`src/rtl/pipe_pkg.sv`:
```
// Shared pipeline definitions: hazard FSM encoding, register address width and NOP controls.
// Also used by the L1/L2 pipeline registers.
package pipe_pkg;

    localparam int unsigned REG_AW = 3;

    typedef logic [REG_AW-1:0] reg_addr_t;

    typedef enum logic [1:0] {
        StRun   = 2'd0,
        StStall = 2'd1,
        StFlush = 2'd2
    } hz_state_e;

    typedef struct packed {
        logic reg_write;
        logic mem_write;
        logic mem_read;
    } l2_ctrl_t;

    localparam l2_ctrl_t NOP_CTRL = '0;

endpackage

```
`src/rtl/pipe_hazard_ctrl_if.sv`:
```
// ID/EX hazard signals between the pipeline datapath (master) and the hazard controller (slave).
interface pipe_hazard_ctrl_if #(
    parameter int unsigned CNT_W = 16
);
    import pipe_pkg::*;

    logic             id_valid;
    reg_addr_t        id_ra;
    reg_addr_t        id_rb;
    logic             id_use_ra;
    logic             id_use_rb;
    logic             id_regwrite;
    reg_addr_t        id_rd;
    logic             ex_branch_taken;
    logic             pc_en;
    logic             l1_en;
    logic             l1_flush;
    logic             l2_bubble;
    logic             stall;
    logic [CNT_W-1:0] stall_cnt;
    logic [CNT_W-1:0] flush_cnt;
    logic             wdog_err;

    modport master (
        output id_valid, id_ra, id_rb, id_use_ra, id_use_rb, id_regwrite, id_rd,
               ex_branch_taken,
        input  pc_en, l1_en, l1_flush, l2_bubble, stall, stall_cnt, flush_cnt, wdog_err
    );

    modport slave (
        input  id_valid, id_ra, id_rb, id_use_ra, id_use_rb, id_regwrite, id_rd,
               ex_branch_taken,
        output pc_en, l1_en, l1_flush, l2_bubble, stall, stall_cnt, flush_cnt, wdog_err
    );

endinterface

```
`src/rtl/hz_scoreboard.sv`:
```
// Three-entry EX/MEM/WB shadow of pending register writes; flags a RAW hazard for the ID sources.
module hz_scoreboard
    import pipe_pkg::*;
(
    input  logic      clk,
    input  logic      rst,
    input  logic      id_valid,
    input  reg_addr_t id_ra,
    input  reg_addr_t id_rb,
    input  logic      id_use_ra,
    input  logic      id_use_rb,
    input  logic      id_regwrite,
    input  reg_addr_t id_rd,
    input  logic      l2_bubble,
    output logic      hazard
);

    logic      ex_valid_q, mem_valid_q, wb_valid_q;
    reg_addr_t ex_rd_q, mem_rd_q, wb_rd_q;
    logic      ex_valid_d;

    // The register file has no write-through, so WB still counts as pending.
    function automatic logic match(input reg_addr_t r,
                                   input logic ev, input reg_addr_t er,
                                   input logic mv, input reg_addr_t mr,
                                   input logic wv, input reg_addr_t wr);
        return (ev && er == r) || (mv && mr == r) || (wv && wr == r);
    endfunction

    assign ex_valid_d = id_regwrite & id_valid & ~l2_bubble;

    always_comb begin
        hazard = id_valid &
                 ((id_use_ra & match(id_ra, ex_valid_q, ex_rd_q, mem_valid_q, mem_rd_q,
                                     wb_valid_q, wb_rd_q)) |
                  (id_use_rb & match(id_rb, ex_valid_q, ex_rd_q, mem_valid_q, mem_rd_q,
                                     wb_valid_q, wb_rd_q)));
    end

    always_ff @(posedge clk) begin
        if (rst) begin
            ex_valid_q  <= 1'b0;
            mem_valid_q <= 1'b0;
            wb_valid_q  <= 1'b0;
            ex_rd_q     <= '0;
            mem_rd_q    <= '0;
            wb_rd_q     <= '0;
        end else begin
            ex_valid_q  <= ex_valid_d;
            ex_rd_q     <= id_rd;
            mem_valid_q <= ex_valid_q;
            mem_rd_q    <= ex_rd_q;
            wb_valid_q  <= mem_valid_q;
            wb_rd_q     <= mem_rd_q;
        end
    end

endmodule

```
`src/rtl/pipe_hazard_ctrl.sv`:
```
// Hazard controller: RAW stall, taken-branch flush, saturating event counters and stall watchdog.
module pipe_hazard_ctrl
    import pipe_pkg::*;
#(
    parameter int unsigned STALL_LIMIT = 4,
    parameter int unsigned CNT_W       = 16
) (
    input logic              clk,
    input logic              rst,
    pipe_hazard_ctrl_if.slave bus
);

    localparam logic [3:0] WdLimit = 4'(STALL_LIMIT);

    hz_state_e        state_q, state_d;
    logic [CNT_W-1:0] stall_cnt_q, flush_cnt_q;
    logic [3:0]       wd_cnt_q, wd_inc;
    logic             wdog_err_q;
    logic             hazard;
    logic             pc_en, l1_en, l1_flush, l2_bubble;

    hz_scoreboard u_sb (
        .clk         (clk),
        .rst         (rst),
        .id_valid    (bus.id_valid),
        .id_ra       (bus.id_ra),
        .id_rb       (bus.id_rb),
        .id_use_ra   (bus.id_use_ra),
        .id_use_rb   (bus.id_use_rb),
        .id_regwrite (bus.id_regwrite),
        .id_rd       (bus.id_rd),
        .l2_bubble   (l2_bubble),
        .hazard      (hazard)
    );

    // A taken branch kills the ID instruction, so its hazard is irrelevant.
    always_comb begin
        pc_en     = 1'b1;
        l1_en     = 1'b1;
        l1_flush  = 1'b0;
        l2_bubble = 1'b0;
        state_d   = StRun;
        if (bus.ex_branch_taken) begin
            l1_en     = 1'b0;
            l1_flush  = 1'b1;
            l2_bubble = 1'b1;
            state_d   = StFlush;
        end else if (hazard) begin
            pc_en     = 1'b0;
            l1_en     = 1'b0;
            l2_bubble = 1'b1;
            state_d   = StStall;
        end
    end

    assign wd_inc = wd_cnt_q + 4'd1;

    always_ff @(posedge clk) begin
        if (rst) begin
            state_q     <= StRun;
            stall_cnt_q <= '0;
            flush_cnt_q <= '0;
            wd_cnt_q    <= '0;
            wdog_err_q  <= 1'b0;
        end else begin
            state_q <= state_d;
            if (state_d == StStall && stall_cnt_q != '1) begin
                stall_cnt_q <= stall_cnt_q + 1'b1;
            end
            if (bus.ex_branch_taken && flush_cnt_q != '1) begin
                flush_cnt_q <= flush_cnt_q + 1'b1;
            end
            if (state_q == StStall) begin
                if (wd_cnt_q != 4'hF) begin
                    wd_cnt_q <= wd_inc;
                end
                if (wd_inc == WdLimit) begin
                    wdog_err_q <= 1'b1;
                end
            end else begin
                wd_cnt_q <= '0;
            end
        end
    end

    assign bus.pc_en     = pc_en;
    assign bus.l1_en     = l1_en;
    assign bus.l1_flush  = l1_flush;
    assign bus.l2_bubble = l2_bubble;
    assign bus.stall     = (state_q == StStall);
    assign bus.stall_cnt = stall_cnt_q;
    assign bus.flush_cnt = flush_cnt_q;
    assign bus.wdog_err  = wdog_err_q;

endmodule

```
`src/flat_wrapper.sv`:
```
// flat-port wrapper written by rule: the top's interface ports become plain ports
module pipe_hazard_ctrl_flat import pipe_pkg::*;
#(
    parameter int unsigned STALL_LIMIT = 4,
    parameter int unsigned CNT_W       = 16
)
  (clk, rst, bus_id_valid, bus_id_ra, bus_id_rb, bus_id_use_ra, bus_id_use_rb, bus_id_regwrite, bus_id_rd, bus_ex_branch_taken, bus_pc_en, bus_l1_en, bus_l1_flush, bus_l2_bubble, bus_stall, bus_stall_cnt, bus_flush_cnt, bus_wdog_err);
  pipe_hazard_ctrl_if #(.CNT_W(CNT_W)) bus_i ();
  input logic clk;
  input logic rst;
  input wire logic [$bits(bus_i.id_valid)-1:0] bus_id_valid;
  input wire logic [$bits(bus_i.id_ra)-1:0] bus_id_ra;
  input wire logic [$bits(bus_i.id_rb)-1:0] bus_id_rb;
  input wire logic [$bits(bus_i.id_use_ra)-1:0] bus_id_use_ra;
  input wire logic [$bits(bus_i.id_use_rb)-1:0] bus_id_use_rb;
  input wire logic [$bits(bus_i.id_regwrite)-1:0] bus_id_regwrite;
  input wire logic [$bits(bus_i.id_rd)-1:0] bus_id_rd;
  input wire logic [$bits(bus_i.ex_branch_taken)-1:0] bus_ex_branch_taken;
  output wire logic [$bits(bus_i.pc_en)-1:0] bus_pc_en;
  output wire logic [$bits(bus_i.l1_en)-1:0] bus_l1_en;
  output wire logic [$bits(bus_i.l1_flush)-1:0] bus_l1_flush;
  output wire logic [$bits(bus_i.l2_bubble)-1:0] bus_l2_bubble;
  output wire logic [$bits(bus_i.stall)-1:0] bus_stall;
  output wire logic [$bits(bus_i.stall_cnt)-1:0] bus_stall_cnt;
  output wire logic [$bits(bus_i.flush_cnt)-1:0] bus_flush_cnt;
  output wire logic [$bits(bus_i.wdog_err)-1:0] bus_wdog_err;
  assign bus_i.id_valid = bus_id_valid;
  assign bus_i.id_ra = bus_id_ra;
  assign bus_i.id_rb = bus_id_rb;
  assign bus_i.id_use_ra = bus_id_use_ra;
  assign bus_i.id_use_rb = bus_id_use_rb;
  assign bus_i.id_regwrite = bus_id_regwrite;
  assign bus_i.id_rd = bus_id_rd;
  assign bus_i.ex_branch_taken = bus_ex_branch_taken;
  assign bus_pc_en = bus_i.pc_en;
  assign bus_l1_en = bus_i.l1_en;
  assign bus_l1_flush = bus_i.l1_flush;
  assign bus_l2_bubble = bus_i.l2_bubble;
  assign bus_stall = bus_i.stall;
  assign bus_stall_cnt = bus_i.stall_cnt;
  assign bus_flush_cnt = bus_i.flush_cnt;
  assign bus_wdog_err = bus_i.wdog_err;
  pipe_hazard_ctrl #(.STALL_LIMIT(STALL_LIMIT), .CNT_W(CNT_W)) u_core (.clk(clk), .rst(rst), .bus(bus_i));
endmodule
```
`config.mk`:
```
export PLATFORM = sky130hd
export DESIGN_NAME = pipe_hazard_ctrl_flat
export DESIGN_NICKNAME = d
export VERILOG_FILES = /design/src/rtl/pipe_pkg.sv /design/src/rtl/pipe_hazard_ctrl_if.sv /design/src/rtl/hz_scoreboard.sv /design/src/rtl/pipe_hazard_ctrl.sv /design/src/flat_wrapper.sv
export SDC_FILE = /design/constraint.sdc
export NUM_CORES = 1
export LEC_CHECK = 0
export ABC_AREA = 0
export BUFFER_PORTS_ARGS = -buffer_cell sky130_fd_sc_hd__buf_4
export CAP_MARGIN = 30
export CORE_MARGIN = 4
export CORE_UTILIZATION = 50
export CTS_CLUSTER_SIZE = 20
export DETAILED_ROUTE_END_ITERATION = 10
export GPL_TIMING_DRIVEN = 1
export PLACE_DENSITY = 0.81
export SYNTH_ARGS = -nofsm -noshare
export SYNTH_HDL_FRONTEND = slang
export SYNTH_SLANG_ARGS = --single-unit
```
`constraint.sdc`:
```
create_clock -name clk -period 2.3 [get_ports clk]
set_input_delay 0 -clock clk [delete_from_list [all_inputs] [get_ports clk]]
set_output_delay 0 -clock clk [all_outputs]
set_load 0.005 [all_outputs]
```
==> summary.md <==
The effective utilization at floorplan came out at 0.517. Counting flops and latches in the post-synthesis netlist gives 51. The largest area contributor in the synthesized netlist was sky130_fd_sc_hd__dfxtp_1.

For the area taken by multi-input logic gates, the log shows 1330 um2. The count of buffers added on input and output ports is 53. In the routed layout, each cell is associated on average with a via count of 5.24.

At the placement stage, the worst setup path has a slack of 0.304 ns. At the worst endpoint, the required time is 2.47 ns. The HPWL after detailed placement is 3.70 mm. The first global-routing pass estimated 8.94 mm of wire.

The overall die width works out to 77.9 um. In this run the cell area of the synthesized design comes to 2440 um2. Leaving out fill and tap cells, the most frequent cell in the layout is sky130_fd_sc_hd__buf_4. The portion of synthesized cell area occupied by the leading cell type is 0.418. TritonCTS built the clock tree.

Counting I/O delays and the setup requirement, the final critical path takes 2.07 ns. The number of cells produced by synthesis was 279; the weighted congestion reported at the end of routability-driven placement was 0.819. After clock tree synthesis, the clock-pin slew on the worst setup and hold paths is 0.09 ns. The final number of max-transition violations was 0. The run gives 0 as the initial antenna violation count. The worst setup path is of the reg2reg kind. The detailed router placed 2,129 vias in this run.

54 I/O pins were placed. The setup fix buffers added after clock tree synthesis came out at 0. The master cell of the clock root buffer is sky130_fd_sc_hd__clkbuf_8.

The run gives 5 as the number of CTS-inserted buffers. The tools report the arrival time of data at the critical path endpoint as 2.24 ns. Sorting the synthesized cells by area gives the leading types as sky130_fd_sc_hd__dfxtp_1, sky130_fd_sc_hd__xnor2_1, sky130_fd_sc_hd__nor2_1, sky130_fd_sc_hd__nor2b_1, sky130_fd_sc_hd__xor2_1. The proportion of layout cells with a drive suffix above 1 is 0.221. The logs give 0 for the global route total overflow and 0 for the antenna cell count. The worst min-delay path category is in2reg. The logs give 404 for the number of fill cells and 406 for the count of non-filler cells in the finished layout. Across the routed clock network, the largest skew measured is 0.00982 ns.

The worst hold path was traced through 3 stages. After floorplanning, the core was sized to cover 4720 um2. Entering global routing, the biggest net connects 56 pins. The via count of the first global-routing pass is 2,060, and the share of async-settable or async-resettable flops after synthesis is 0. The tightest hold path in the finished design has a slack of 0.0409 ns. The floorplan has 25 rows.

Counting every net in the synthesized netlist gives 299. The floorplan step defined a die boundary enclosing 6060 um2. The floorplan step set the die height to 77.9 um.

Setup repair after global routing left no endpoint under its margin. The worst vdd rail ir drop was 0.000346 V; the power density over the cells was 518 nW/um2. Relative to the synthesized area, the layout overhead comes to 24.8%. For the pin with the worst max-slew slack, the measured transition is 0.542 ns.

The tools report the H-tree level count as 2. The portion of the clock cycle consumed by the worst path in the final layout was 0.899; the buffer depth of the longest clock path was 2. The tightest slew margin relative to the limit came out at 0.639. Number of endpoints failing setup at the final stage: 0. For this run, design rule violations remaining after detail routing come to 0. The completed layout was analyzed and its total power is 0.00158 W. After detailed routing, the average wire length per cell comes to 12.7 um.

The tool flagged a number of max-cap violations equal to 0. In the layout the commonest cells are sky130_fd_sc_hd__buf_4, sky130_fd_sc_hd__dfxtp_1, sky130_fd_sc_hd__nor2_1, sky130_fd_sc_hd__xnor2_1, sky130_fd_sc_hd__nand2_1. The number of synthesis warnings was 0. Once routing completed, OpenROAD measured the worst setup slack at 0.231 ns. The number of hold-slack violations in the final timing report came out at 0. Along the worst path, the maximum fanout reaches 9. The source-to-sink clock delay at the later pin of the worst-skew pair is 0.30 ns. The average cell area after synthesis came out at 8.75 um2.

Most instantiated flip-flop cell in the synthesis netlist: sky130_fd_sc_hd__dfxtp_1. For the sequential area share after synthesis, the log shows 0.418. The endpoint type of the worst setup path is a flip-flop. Aggregate negative setup slack: 0 ns. Yosys mapped a number of flops with a built-in enable equal to 0. The tools report the maximum clock rate as 0.483 GHz.

The logs give 0 for the post-detailed-route count of antenna-violating nets and 1.16 nW for the standby leakage power. The number of search-and-repair iterations in the first detailed-routing pass came out at 4. Summing all flip-flop and latch instances after layout gives 1020 um2.

After the last flow step, the layout net total stands at 358. The global routing usage summed across all routing layers was 0.178; the total routed wirelength was 5.17 mm. The run finished with clean final reports. The kind of launch point of the worst setup path was a flip-flop. The synthesized netlist contains 37 unique library cells. Clock tree synthesis found a total of 51 sinks. The tools report the initial DRC count as 78.

Counting cells, the worst reg-to-reg path comes to 7. The tools report the post-placement cell count as 393.
-- layer usage --
metal / vias to the layer above / part of all wire / track usage / routed length, um
met5: - / 0 / 0 / 0
li1: 1084 / - / - / -
met1: 989 / 0.45 / 0.219 / 2340
met2: 49 / 0.48 / 0.301 / 2470
met4: 0 / 0.014 / 0.0641 / 71
met3: 7 / 0.055 / 0.0406 / 282
-- report_power, final --
| group | total (W) | internal (W) | switching (W) | leakage, nW |
|---|---|---|---|---|
| registers | 0.000906 | 0.000894 | 0.0000116 | 0.413 |
| logic | 0.000113 | 0.0000608 | 0.0000521 | 0.699 |
| clock network | 0.000560 | 0.000275 | 0.000285 | 0.0515 |
-- kinds of logic (layout without fill, tap and decap cells) --
family	after synthesis	count (layout)	synth area share
simple gates	132	132	0.281
flops	51	51	0.418
xor+xnor	32	32	0.115
compound gates	30	30	0.0779
buf+inv	19	79	0.0374
mux	11	11	0.0502
fa+ha+maj	4	4	0.0205
-- timing repair --
action                                 4_1_cts  5_1_grt
setup endpoints to repair                    0        0
hold buffers                                 5        0
resized for setup                            0        0
endpoints found under the hold margin        4        0
-- worst max-delay path: stages, from the launching register on --
cell,delay [ns]
sky130_fd_sc_hd__dfxtp_1,0.39
sky130_fd_sc_hd__ha_1,0.21
sky130_fd_sc_hd__nand2_1,0.12
sky130_fd_sc_hd__or3_1,0.39
sky130_fd_sc_hd__o31a_1,0.37
sky130_fd_sc_hd__or3b_1,0.23
sky130_fd_sc_hd__xor2_1,0.17
sky130_fd_sc_hd__nor2_1,0.06
-- sequential cells by signal, indices dropped and copies added, names as in the netlist, 2 cells and up --
signal                flops
u_core.wd_cnt_q           4
u_core.u_sb.mem_rd_q      3
u_core.u_sb.wb_rd_q       3
u_core.state_q            2
u_core.bus.flush_cnt     16
u_core.bus.stall_cnt     16
u_core.u_sb.ex_rd_q       3
-- worst paths after layout --
kind | slack (ns) | endpoint | from
worst min register to register | 0.49 | u_core.bus.wdog_err | u_core.bus.wdog_err
worst min-delay path | 0.04 | u_core.state_q[1] | bus_ex_branch_taken
worst max register to register | 0.23 | u_core.bus.flush_cnt[6] | u_core.bus.flush_cnt[0]
worst max-delay path | 0.23 | u_core.bus.flush_cnt[6] | u_core.bus.flush_cnt[0]
-- through the flow --
step / util / cell area, um2
after floorplan: - / 2440
after CTS: 0.645 / 3050
after global routing: 0.645 / 3050
after detailed placement: 0.613 / 2900
after global placement: 0.613 / 2900
final: 0.645 / 3050
-- layout make-up --
class                      instances  area share
clock buffer                       8      0.0329
sequential                        51       0.335
timing repair buffer              62       0.157
tap                               67      0.0275
inverter                           9      0.0111
multi-input combinational        209       0.436
-- cells in the mapped netlist (all sizes together) (7+ instances only) --
library cell / number
xor2: 10
nand3: 12
nand2: 20
nor2: 35
mux2: 7
a21oi: 10
nor2b: 18
inv: 9
nand4: 12
xnor2: 22
o21ai: 8
or3: 10
dfxtp: 51
Note: power is estimated with default switching activity, not from simulation.
